===== config.mk =====
export PLATFORM = sky130hd
export DESIGN_NAME = wildcard_addr_decoder
export DESIGN_NICKNAME = d
export VERILOG_FILES = /design/src/rtl/wildcard_addr_decoder.sv
export SDC_FILE = /design/constraint.sdc
export NUM_CORES = 1
export LEC_CHECK = 0
export CELL_PAD_IN_SITES_DETAIL_PLACEMENT = 0
export CELL_PAD_IN_SITES_GLOBAL_PLACEMENT = 2
export CORE_UTILIZATION = 41
export CTS_BUF_LIST = sky130_fd_sc_hd__clkbuf_8 sky130_fd_sc_hd__clkbuf_16
export DETAILED_ROUTE_END_ITERATION = 7
export GPL_ROUTABILITY_DRIVEN = 0
export PLACE_DENSITY_LB_ADDON = 0.12
export SLEW_MARGIN = 20
export SYNTH_ARGS = -nofsm -noshare
export SYNTH_HDL_FRONTEND = slang
export SYNTH_SLANG_ARGS = --single-unit

===== constraint.sdc =====
create_clock -name clk -period 3.6 [get_ports clk]
set_input_delay 0.54 -clock clk [delete_from_list [all_inputs] [get_ports clk]]
set_output_delay 0.54 -clock clk [all_outputs]
set_load 0.05 [all_outputs]

===== src/rtl/wildcard_addr_decoder.sv =====
// -----------------------------------------------------------------------------
// wildcard_addr_decoder
//
// Run-time programmable casez-style address decoder. Each of NUM_RULES rules
// holds a compare value, a care mask (1 = compare bit, 0 = don't-care) and an
// enable. An address matches rule i when the rule is enabled and every cared
// bit equals the rule value. The lowest matching index wins. The decode result
// goes through a one-entry registered output stage, and every accepted hit
// bumps a saturating per-rule hit counter for the winning rule.
//
// Handshake (both sides): a transfer happens on a rising edge where valid and
// ready are both high. A producer holding valid keeps its payload stable until
// the transfer; ready may be used combinationally by the other side.
//
// Ports:
//   clk, rst_n          clock (rising edge), asynchronous active-low reset
//   cfg_we/idx/value/
//   cfg_mask/cfg_en     rule table write port; out-of-range idx is ignored
//   in_valid/in_ready   address input handshake
//   in_addr             address to decode
//   out_valid/out_ready result output handshake
//   out_hit/idx/multi   result: any match, winning index (0 on miss),
//                       more than one match
//   cnt_rd_idx          hit counter select (out of range reads 0)
//   cnt_rd_data         combinational read of the selected hit counter
//   cnt_clr             synchronous clear of all hit counters
//   dbg_state           output stage state (0 = EMPTY, 1 = FULL)
// -----------------------------------------------------------------------------
module wildcard_addr_decoder #(
   parameter int ADDR_W    = 4,
   parameter int NUM_RULES = 4,
   parameter int CNT_W     = 8,
   localparam int IDX_W    = $clog2(NUM_RULES)
) (
   input  logic              clk,
   input  logic              rst_n,
   input  logic              cfg_we,
   input  logic [IDX_W-1:0]  cfg_idx,
   input  logic [ADDR_W-1:0] cfg_value,
   input  logic [ADDR_W-1:0] cfg_mask,
   input  logic              cfg_en,
   input  logic              in_valid,
   output logic              in_ready,
   input  logic [ADDR_W-1:0] in_addr,
   output logic              out_valid,
   input  logic              out_ready,
   output logic              out_hit,
   output logic [IDX_W-1:0]  out_idx,
   output logic              out_multi,
   input  logic [IDX_W-1:0]  cnt_rd_idx,
   output logic [CNT_W-1:0]  cnt_rd_data,
   input  logic              cnt_clr,
   output logic              dbg_state
);

   typedef enum logic {
      ST_EMPTY = 1'b0,
      ST_FULL  = 1'b1
   } out_state_t;

   // Rule table
   logic [ADDR_W-1:0]    r_value [NUM_RULES];
   logic [ADDR_W-1:0]    r_mask  [NUM_RULES];
   logic [NUM_RULES-1:0] r_en;

   // Hit counters
   logic [CNT_W-1:0]     r_cnt   [NUM_RULES];

   // Output stage
   out_state_t           r_state;
   logic                 r_hit;
   logic [IDX_W-1:0]     r_idx;
   logic                 r_multi;

   // Decode
   logic [NUM_RULES-1:0] w_match;
   logic                 w_hit;
   logic [IDX_W-1:0]     w_idx;
   logic                 w_multi;
   logic                 w_accept;

   assign out_valid = (r_state == ST_FULL);
   assign out_hit   = r_hit;
   assign out_idx   = r_idx;
   assign out_multi = r_multi;
   assign dbg_state = r_state;

   // The slot frees up in the same cycle it is drained, giving full throughput.
   assign in_ready  = !out_valid || out_ready;
   assign w_accept  = in_valid && in_ready;

   always_comb begin
      w_match = '0;
      for (int i = 0; i < NUM_RULES; i++) begin
         w_match[i] = r_en[i] && (((in_addr ^ r_value[i]) & r_mask[i]) == '0);
      end
   end

   // Priority pick: first match sets the index, any later match flags multi.
   always_comb begin
      w_hit   = 1'b0;
      w_idx   = '0;
      w_multi = 1'b0;
      for (int i = 0; i < NUM_RULES; i++) begin
         if (w_match[i]) begin
            if (w_hit) begin
               w_multi = 1'b1;
            end else begin
               w_idx = IDX_W'(i);
            end
            w_hit = 1'b1;
         end
      end
   end

   // Rule table write. The lookup above reads the current (pre-write) table,
   // so a lookup accepted alongside a write sees the old rule.
   always_ff @(posedge clk or negedge rst_n) begin
      if (!rst_n) begin
         for (int i = 0; i < NUM_RULES; i++) begin
            r_value[i] <= '0;
            r_mask[i]  <= '0;
            r_en[i]    <= 1'b0;
         end
      end else if (cfg_we) begin
         for (int i = 0; i < NUM_RULES; i++) begin
            if (cfg_idx == IDX_W'(i)) begin
               r_value[i] <= cfg_value;
               r_mask[i]  <= cfg_mask;
               r_en[i]    <= cfg_en;
            end
         end
      end
   end

   // Output stage FSM with registered result fields.
   always_ff @(posedge clk or negedge rst_n) begin
      if (!rst_n) begin
         r_state <= ST_EMPTY;
         r_hit   <= 1'b0;
         r_idx   <= '0;
         r_multi <= 1'b0;
      end else begin
         case (r_state)
            ST_EMPTY: begin
               if (w_accept) begin
                  r_state <= ST_FULL;
                  r_hit   <= w_hit;
                  r_idx   <= w_idx;
                  r_multi <= w_multi;
               end
            end
            ST_FULL: begin
               if (w_accept) begin
                  r_hit   <= w_hit;
                  r_idx   <= w_idx;
                  r_multi <= w_multi;
               end else if (out_ready) begin
                  r_state <= ST_EMPTY;
               end
            end
            default: r_state <= ST_EMPTY;
         endcase
      end
   end

   // Saturating hit counters; clear wins over a simultaneous increment.
   always_ff @(posedge clk or negedge rst_n) begin
      if (!rst_n) begin
         for (int i = 0; i < NUM_RULES; i++) begin
            r_cnt[i] <= '0;
         end
      end else if (cnt_clr) begin
         for (int i = 0; i < NUM_RULES; i++) begin
            r_cnt[i] <= '0;
         end
      end else if (w_accept && w_hit) begin
         for (int i = 0; i < NUM_RULES; i++) begin
            if ((w_idx == IDX_W'(i)) && (r_cnt[i] != {CNT_W{1'b1}})) begin
               r_cnt[i] <= r_cnt[i] + 1'b1;
            end
         end
      end
   end

   always_comb begin
      cnt_rd_data = '0;
      for (int i = 0; i < NUM_RULES; i++) begin
         if (cnt_rd_idx == IDX_W'(i)) begin
            cnt_rd_data = r_cnt[i];
         end
      end
   end

endmodule


==> summary.md, run 1 <==
| Metric | Value |
|---|---|
| Status | `finished with violations` |
| Failing checks | `design-rule violations` |
| Slew @ Worst Pin | `0.929 ns` |
| Cell Area, Synth | `3770 sq um` |
| Final Cycle Share | `0.876` |
| Core area | `8810 sq um` |
| IO Port Bufs | `37` |
| # IOs | `38` |
| Pwr dens | `472 nW/um^2` |
| Number of global-route vias before repair | `2,595` |
| Post-CTS setup buffer count | `0` |
| Critical Path Fanout Max | `8` |
| Via count | `2,670` |
| Cells after Synth | `328` |
| Total of max-cap violations | `0` |
| Post-route ant nets | `0` |
| Initial Utilization | `0.428` |
| Placed cell areas | `4230 sq um` |
| Clk buf depth | `2` |
| Setup violators final | `0` |
| Initial DRC Count | `99` |
| Fin area | `4430 sq um` |
| Worst-skew pair later-pin latency | `0.35 ns` |
| Peak VDD IR | `0.206 mV` |
| Clock-pin slew on the worst setup and hold paths | `0.08 ns` |
| Critical path capture point type | `output pin` |
| Initial antenna violation count | `0` |
| Period minus WS final | `3.16 ns` |
| Layout Area Growth over Synthesis | `17.5%` |
| Final hold violations | `0` |
| Netlist cell types | `49` |
| Most frequent cells in the layout | `dfrtp_1 (73), mux2_2 (36), clkdlybuf4s50_1 (36), nor2_1 (23), nand2_1 (22)` |
| WP data arrival | `2.62 ns` |
| Hold Buf Count CTS | `0` |
| Clock sinks | `73` |
| Post-synth ARST share | `1.00` |
| # nets final | `396` |
| First-pass GRT wire length | `14,400 um` |
| Setup ws final | `0.445 ns` |
| Worst hold path class | `input pin to async pin` |
| Pins over their slew limit | `0` |
| Cts repair resizes | `0` |
| DP HPWL | `6090 um` |
| Worst Reg-to-Reg Cells | `7` |
| Setup_tns | `0 ns` |
| Row cnt | `34` |
| Syn_nets | `355` |
| Top_reg_cell synth | `dfrtp_1` |
| RSZ-0062 raised after global routing | `false` |
| Final Skew | `0.00924 ns` |
| #FFs+latches synth | `73` |
| Residual DRC | `4` |
| Proportion of layout cells with a drive suffix above 1 | `0.206` |
| Crit path kind | `input pin to output pin` |
| Avg WL per Cell | `17.9 um` |
| Drt via density | `5.54` |
| Number of synthesized flops with an enable pin | `0` |
| Final hold slack | `0.312 ns` |
| Die area | `9580 sq um` |
| Worst EP required | `3.06 ns` |
| FMAX | `317 MHz` |
| CP startpoint kind | `input pin` |
| Most common cell after layout, fill and taps aside | `dfrtp_1` |
| Sequential-to-total area share from yosys stat | `0.485` |
| Syn Area/Cell | `11.5 sq um` |
| Clk root buf | `clkbuf_8` |
| Die span in y | `97.9 um` |
| Yosys warns | `0` |
| Largest net degree at the start of global routing | `74` |
| Gr ovfl total | `0` |
| DRT Pass-1 Iters | `8` |
| H-tree level count | `3` |
| CTS tree | `done` |
| GRT Overall Usage | `0.198` |
| Slew margin rel. | `0.381` |
| Pre-CTS setup slack | `0.425 ns` |
| Total CTS buffers | `9` |
| N_diodes | `0` |
| # fillers | `834` |
| Standby leakage power | `1.83 nW` |
| Post-Route WL | `8620 um` |
| Die W | `97.9 um` |
## cells by family (layout without fill, tap and decap cells)
kind of cell,after synthesis,after routing,synth area share
flops,73,73,0.485
compound gates,46,46,0.0794
xor+xnor,26,26,0.0604
fa+ha+maj,4,4,0.0133
mux,49,49,0.169
buf+inv,20,66,0.0289
simple gates,110,110,0.164
## final timing paths
kind	to	start	slack, ns
setup reg to reg	r_cnt[13]	r_value[5]	1.21
hold reg to reg	out_idx[0]	out_idx[0]	0.47
hold / removal	dbg_state	rst_n	0.31
max in group asynchronous	r_en[2]	rst_n	2.67
setup / recovery	cnt_rd_data[1]	cnt_rd_idx[0]	0.44
min in group clk	out_idx[0]	out_idx[0]	0.47
## through the flow
step / power [mW] / instances / util
2_1_floorplan: 1.30 / 328 / -
3_3_place_gp: 1.45 / 466 / 0.481
3_5_place_dp: 1.46 / 466 / 0.481
4_1_cts: 2.12 / 482 / 0.503
5_1_grt: 2.20 / 482 / 0.503
6_report: 2.09 / 482 / 0.503
## flip-flops by register name (all words and copies together) (netlist names)
name / cells
dbg_state: 1
out_idx: 2
r_en: 4
r_mask: 16
r_value: 16
r_cnt: 32
out_multi: 1
out_hit: 1
## power breakdown
group / internal (mW) / switching, mW / total, mW / leakage, nW
Combinational: 0.198 / 0.269 / 0.467 / 0.796
Sequential: 0.917 / 0.0605 / 0.977 / 0.934
Clock: 0.320 / 0.326 / 0.646 / 0.103
## final cells by class
type	instances	area [sq um]	area share
clock inverters	7	71.3	0.0161
flip-flops and latches	73	1830	0.412
clock buffers	9	124	0.0280
multi-input cells	235	1830	0.414
inverters	7	26.3	0.00593
well taps	108	135	0.0305
repair buffers	43	413	0.0932
## metal layers
layer  part of all wire  global-route usage  up-vias
met5                  0                   0        -
met4              0.013              0.0699        0
met3              0.032              0.0379       10
met2               0.43               0.281       42
met1               0.53               0.300     1331
li1                   -                   -     1287
## synthesized netlist by cell type (2+ instances only)
cell type  count  share of area
buf_6          2         0.0060
buf_4          3         0.0060
nor3b_1        2         0.0040
dfrtp_1       73           0.48
mux4_2         8          0.048
clkbuf_1       6         0.0060
and3_1         4         0.0066
o21ai_0       10          0.013
o31ai_1        7          0.014
mux2i_1        4          0.011
nor4_1         2         0.0033
or3_1          7          0.012
nand3b_1       3         0.0060
nand2b_1       4         0.0066
xor2_1        21          0.049
or2_2          2         0.0033
mux2_2        36           0.11
nand3_1        9          0.012
ha_1           4          0.013
nor2_1        23          0.023
or4_1          7          0.014
inv_1          7         0.0070
nor3_1         6         0.0080
xnor2_1        5          0.012
nand4_1        9          0.015
a222oi_1       3         0.0080
nand2_1       22          0.022
a21oi_1       18          0.024
## worst max-delay path, cell delays in order
cell and delay (ns):
clkdlybuf4s50_1 0.78, mux4_2 0.58, clkdlybuf4s50_1 0.71
Note: power is estimated with default switching activity, not from simulation.
==> inputs of run 2 (changes only) <==
- CORE_UTILIZATION: 41 -> 34
- clock period: 3.6 -> 2.87 ns (I/O delays scaled with it)
==> run 2 against run 1 <==
The flow now finishes without violations. Hold slack worse by 0.095 ns. Sequential cell count is the same. Final area up 1.8%. Routed wire length grew 3.5%. Sequential power up 25%. Setup slack lost 0.092 ns. Combinational power rose by 31%. Non-clock buffer count up 8. Count of clock-buffer cells in the layout grew 2. Highest routed layer unchanged.
==> summary.md, run 2 (same netlist as run 1, synthesis figures left out) <==
| Metric | Value |
|---|---|
| Status | `finished clean` |
| RSZ-0062 raised after global routing | `false` |
| Max reg flops | `32` |
| Die area | `11,500 sq um` |
| Design Power | `2.66 mW` |
| Crit path from | `in_addr[1]` |
| Post-route ant nets | `0` |
| Sw frac | `0.301` |
| Peak VDD IR | `0.262 mV` |
| Clk buf depth | `2` |
| Final cell count without fillers | `521` |
| Pins over their slew limit | `0` |
| Period minus WS final | `2.52 ns` |
| Initial Utilization | `0.348` |
| # fillers | `1,055` |
| Initial DRC Count | `158` |
| Clock-pin slew on the worst setup and hold paths | `0.07 ns` |
| Seq pwr share | `0.461` |
| Drt via density | `5.16` |
| Placed cell areas | `4310 sq um` |
| Gr ovfl total | `0` |
| Total of max-cap violations | `0` |
| Fin area | `4510 sq um` |
| Final hold violations | `0` |
| R2r setup slk | `0.61 ns` |
| Critical path endpoint | `r_cnt[11]` |
| CP Cell Sequence | `clkdlybuf4s50_1 > xor2_1 > a222oi_1 > and3b_1 > nand4b_1 > buf_4 > or3_1 > a21oi_1` |
| Critical path capture point type | `flip-flop` |
| Comb pwr share | `0.229` |
| Worst Reg-to-Reg Cells | `7` |
| Worst-skew pair later-pin latency | `0.35 ns` |
| Avg WL per Cell | `17.1 um` |
| CTS tree | `done` |
| R2R Path Start | `r_value[6]` |
| Via count | `2,689` |
| Placed cells | `506` |
| Most common cell after layout, fill and taps aside | `dfrtp_1` |
| Clk pwr share | `0.310` |
| Pwr dens | `590 nW/um^2` |
| H-tree level count | `3` |
| IO Port Bufs | `37` |
| CP startpoint kind | `input pin` |
| Number of global-route vias before repair | `2,686` |
| Final hold slack | `0.217 ns` |
| Row cnt | `38` |
| Layout Area Growth over Synthesis | `19.7%` |
| DRT Pass-1 Iters | `4` |
| FMAX | `397 MHz` |
| Largest Register | `r_cnt` |
| Post-Route WL | `8930 um` |
| Slew margin rel. | `0.366` |
| Standby leakage power | `1.89 nW` |
| Clk root buf | `clkbuf_8` |
| Crit-path max cell delay | `0.51 ns` |
| DP HPWL | `6480 um` |
| Largest regs | `r_cnt: 32 flops, r_mask: 16 flops, r_value: 16 flops` |
| Net load switching power | `0.801 mW` |
| Slew @ Worst Pin | `0.951 ns` |
| Largest net degree at the start of global routing | `74` |
| # IOs | `38` |
| # nets final | `404` |
| Critical Path Fanout Max | `8` |
| WP data arrival | `2.79 ns` |
| Proportion of layout cells with a drive suffix above 1 | `0.239` |
| N_diodes | `0` |
| Cts repair resizes | `0` |
| Initial antenna violation count | `0` |
| Worst hold path class | `input pin to async pin` |
| Residual DRC | `0` |
| First-pass GRT wire length | `14,800 um` |
| Most frequent cells in the layout | `dfrtp_1 (73), mux2_2 (36), clkdlybuf4s50_1 (28), nor2_1 (23), buf_4 (23)` |
| Total CTS buffers | `9` |
| Core area | `10,800 sq um` |
| Hold Buf Count CTS | `0` |
| CP max-delay cell | `clkdlybuf4s50_1` |
| Post-CTS setup buffer count | `0` |
| Die W | `107 um` |
| Area of the multi-input gates | `1830 sq um` |
| Clock sinks | `73` |
| Die span in y | `107 um` |
| Register area | `1830 sq um` |
| GRT Overall Usage | `0.174` |
| Final Cycle Share | `0.877` |
| RR Endpoint | `r_cnt[11]` |
| Crit path kind | `input pin to flip-flop` |
| Final Skew | `0.00492 ns` |
| Power Internal | `1.86 mW` |
| Worst EP required | `3.14 ns` |
| Setup_tns | `0 ns` |
| Setup violators final | `0` |
==> run 2: layout make-up <==
| cell class | count | area share |
|---|---|---|
| Tap cell | 140 | 0.0388 |
| Clock inverter | 4 | 0.00971 |
| Multi-Input combinational cell | 235 | 0.406 |
| Clock buffer | 11 | 0.0336 |
| Inverter | 7 | 0.00583 |
| Timing Repair Buffer | 51 | 0.100 |
| Sequential cell | 73 | 0.405 |
==> run 2: per-layer routing <==
metal / global-route usage / vias to the layer above / share of wire
li1: - / 1294 / -
met1: 0.261 / 1345 / 0.54
met2: 0.241 / 37 / 0.42
met3: 0.0291 / 13 / 0.028
met4: 0.0793 / 0 / 0.018
met5: 0 / - / 0
==> run 2: how the worst min path moves through the flow <==
stage and end:
6_report dbg_state, 5_1_grt dbg_state, 4_1_cts dbg_state, 3_5_place_dp out_idx[0], 3_3_place_gp out_idx[0], 2_1_floorplan dbg_state
==> run 2: power groups by stage <==
stage / sequential (mW) / clock (mW) / combinational, mW
floorplan: 1.30 / 0 / 0.330
global placement: 1.24 / 0 / 0.608
detailed placement: 1.24 / 0 / 0.613
CTS: 1.22 / 0.851 / 0.616
global route: 1.24 / 0.896 / 0.668
finish: 1.22 / 0.824 / 0.610
==> run 2: critical path: cells and delay by family <==
family                 cells  cell delay (ns)
AND/OR/NAND/NOR            3             0.81
buffers and inverters      2             0.75
AO/OA/AOI/OAI              2             0.60
XOR/XNOR                   1             0.21
==> run 2: through the flow <==
stage,setup WS (ns),util
after floorplan,0.311,-
after global placement,0.0220,0.398
after detailed placement,-0.0497,0.398
after CTS,0.309,0.416
after global routing,0.133,0.416
final,0.353,0.416
==> inputs of run 3 (changes only) <==
- CORE_UTILIZATION: 34 -> 38
- DONT_BUFFER_PORTS: unset -> 1
==> run 3 against run 2 <==
Clock power grew 21%. Critical path depth shrank 2. Combinational power shrank 32%. Routed wire length shrank 3.3%. Via count shrank 5.5%. Sequential share of layout area grew 3.4 points. Register-to-register slack lost 0.26 ns. Critical endpoint is now r_cnt[13]. Largest cell class unchanged.
==> summary.md, run 3 (same netlist as run 1, synthesis figures left out) <==
| Metric | Value |
|---|---|
| Status | `finished clean` |
| Pins over their slew limit | `0` |
| Final Util | `0.442` |
| Setup violators final | `0` |
| Most frequent cells in the layout | `dfrtp_1 (73), mux2_2 (36), nor2_1 (23), nand2_1 (22), xor2_1 (21)` |
| Placed cell areas | `3880 sq um` |
| Initial DRC Count | `105` |
| RSZ-0062 raised after global routing | `false` |
| Max reg flops | `32` |
| Post-route ant nets | `0` |
| Pwr dens | `652 nW/um^2` |
| Final hold violations | `0` |
| DP HPWL | `5970 um` |
| Total of max-cap violations | `0` |
| Critical Path Fanout Max | `12` |
| Worst hold path class | `input pin to flip-flop` |
| Crit path kind | `flip-flop to flip-flop` |
| Final Skew | `0.0121 ns` |
| RR Endpoint | `r_cnt[13]` |
| Pre-CTS setup slack | `0.320 ns` |
| Fin area | `4160 sq um` |
| Post-CTS setup buffer count | `0` |
| Crit path from | `r_value[6]` |
| CP startpoint kind | `flip-flop` |
| # nets final | `359` |
| Die area | `10,300 sq um` |
| Worst EP required | `3.14 ns` |
| Residual DRC | `0` |
| Critical path endpoint | `r_cnt[13]` |
| Peak VDD IR | `0.382 mV` |
| Hold Buf Count CTS | `2` |
| Via count | `2,540` |
| Standby leakage power | `1.72 nW` |
| First-pass GRT wire length | `14,400 um` |
| N_diodes | `0` |
| Initial antenna violation count | `0` |
| Total CTS buffers | `9` |
| Clock-pin slew on the worst setup and hold paths | `0.08 ns` |
| Proportion of layout cells with a drive suffix above 1 | `0.223` |
| Layout Area Growth over Synthesis | `10.5%` |
| Post-Route WL | `8640 um` |
| Largest net degree at the start of global routing | `74` |
| # IOs | `38` |
| Slew margin rel. | `0.633` |
| Die W | `102 um` |
| Slew @ Worst Pin | `0.550 ns` |
| Critical path capture point type | `flip-flop` |
| Largest regs | `r_cnt: 32 flops, r_mask: 16 flops, r_value: 16 flops` |
| R2R Path Start | `r_value[6]` |
| R2r setup slk | `0.35 ns` |
| Worst-skew pair later-pin latency | `0.35 ns` |
| Core area | `9420 sq um` |
| GRT Overall Usage | `0.187` |
| Drt via density | `5.45` |
| Clock sinks | `73` |
| FMAX | `397 MHz` |
| Worst Reg-to-Reg Cells | `6` |
| Cts repair resizes | `0` |
| CTS tree | `done` |
| Setup_tns | `0 ns` |
| Most common cell after layout, fill and taps aside | `dfrtp_1` |
| Largest Register | `r_cnt` |
| IO Port Bufs | `0` |
| Avg WL per Cell | `18.5 um` |
| Setup ws final | `0.349 ns` |
| Clk buf depth | `2` |
| DRT Pass-1 Iters | `4` |
| Die span in y | `102 um` |
| Clk root buf | `clkbuf_8` |
| Number of global-route vias before repair | `2,550` |
| H-tree level count | `3` |
| Row cnt | `35` |
| Gr ovfl total | `0` |
| Initial Utilization | `0.400` |
| Period minus WS final | `2.52 ns` |
| WP data arrival | `2.79 ns` |
| Final Cycle Share | `0.878` |
==> run 3: how the worst min path moves through the flow <==
stage          startpoint         end  slack, ns  cells past startpoint
2_1_floorplan       rst_n   dbg_state       0.13                      0
3_3_place_gp        rst_n   dbg_state       0.14                      0
3_5_place_dp        rst_n  r_value[2]       0.14                      0
4_1_cts           cnt_clr   r_cnt[11]       0.12                      1
5_1_grt           cnt_clr   r_cnt[11]        0.1                      1
6_report          cnt_clr   r_cnt[11]       0.14                      1
==> run 3: cell type report <==
type / count / area, sq um
fill: 925 / 5250
multi-input combinational: 235 / 1830
sequential: 73 / 1830
tap: 129 / 161
clock buffer: 9 / 124
clock inverter: 7 / 124
timing repair buffer: 6 / 67.6
inverter: 7 / 26.3
==> run 3: routing by layer <==
metal	track usage	vias to the layer above	wire length, um
met5	0	-	0
met4	0.0524	0	70
met3	0.0469	4	349
met2	0.264	43	3800
met1	0.283	1286	4420
li1	-	1207	-
==> run 3: worst max-delay path, stage by stage, from the launching register on <==
cell	delay, ns
dfrtp_1	0.39
xor2_1	0.15
a21boi_0	0.44
and3b_1	0.27
nand4b_1	0.42
or4_1	0.64
a21oi_1	0.15
==> run 3: metrics by stage <==
step                      hold slack [ns]  power [mW]  instances
after floorplan                     0.135        1.63        328
after global placement              0.138        1.70        448
after detailed placement            0.139        1.70        448
after CTS                           0.121        2.75        466
after global routing               0.0992        2.86        466
final                               0.140        2.72        466
==> run 3: report_power, final <==
group / switching, mW / internal, mW / leakage, nW
sequential: 0.152 / 1.15 / 0.934
clock: 0.417 / 0.587 / 0.121
combinational: 0.228 / 0.184 / 0.663
total: 0.797 / 1.92 / 1.72
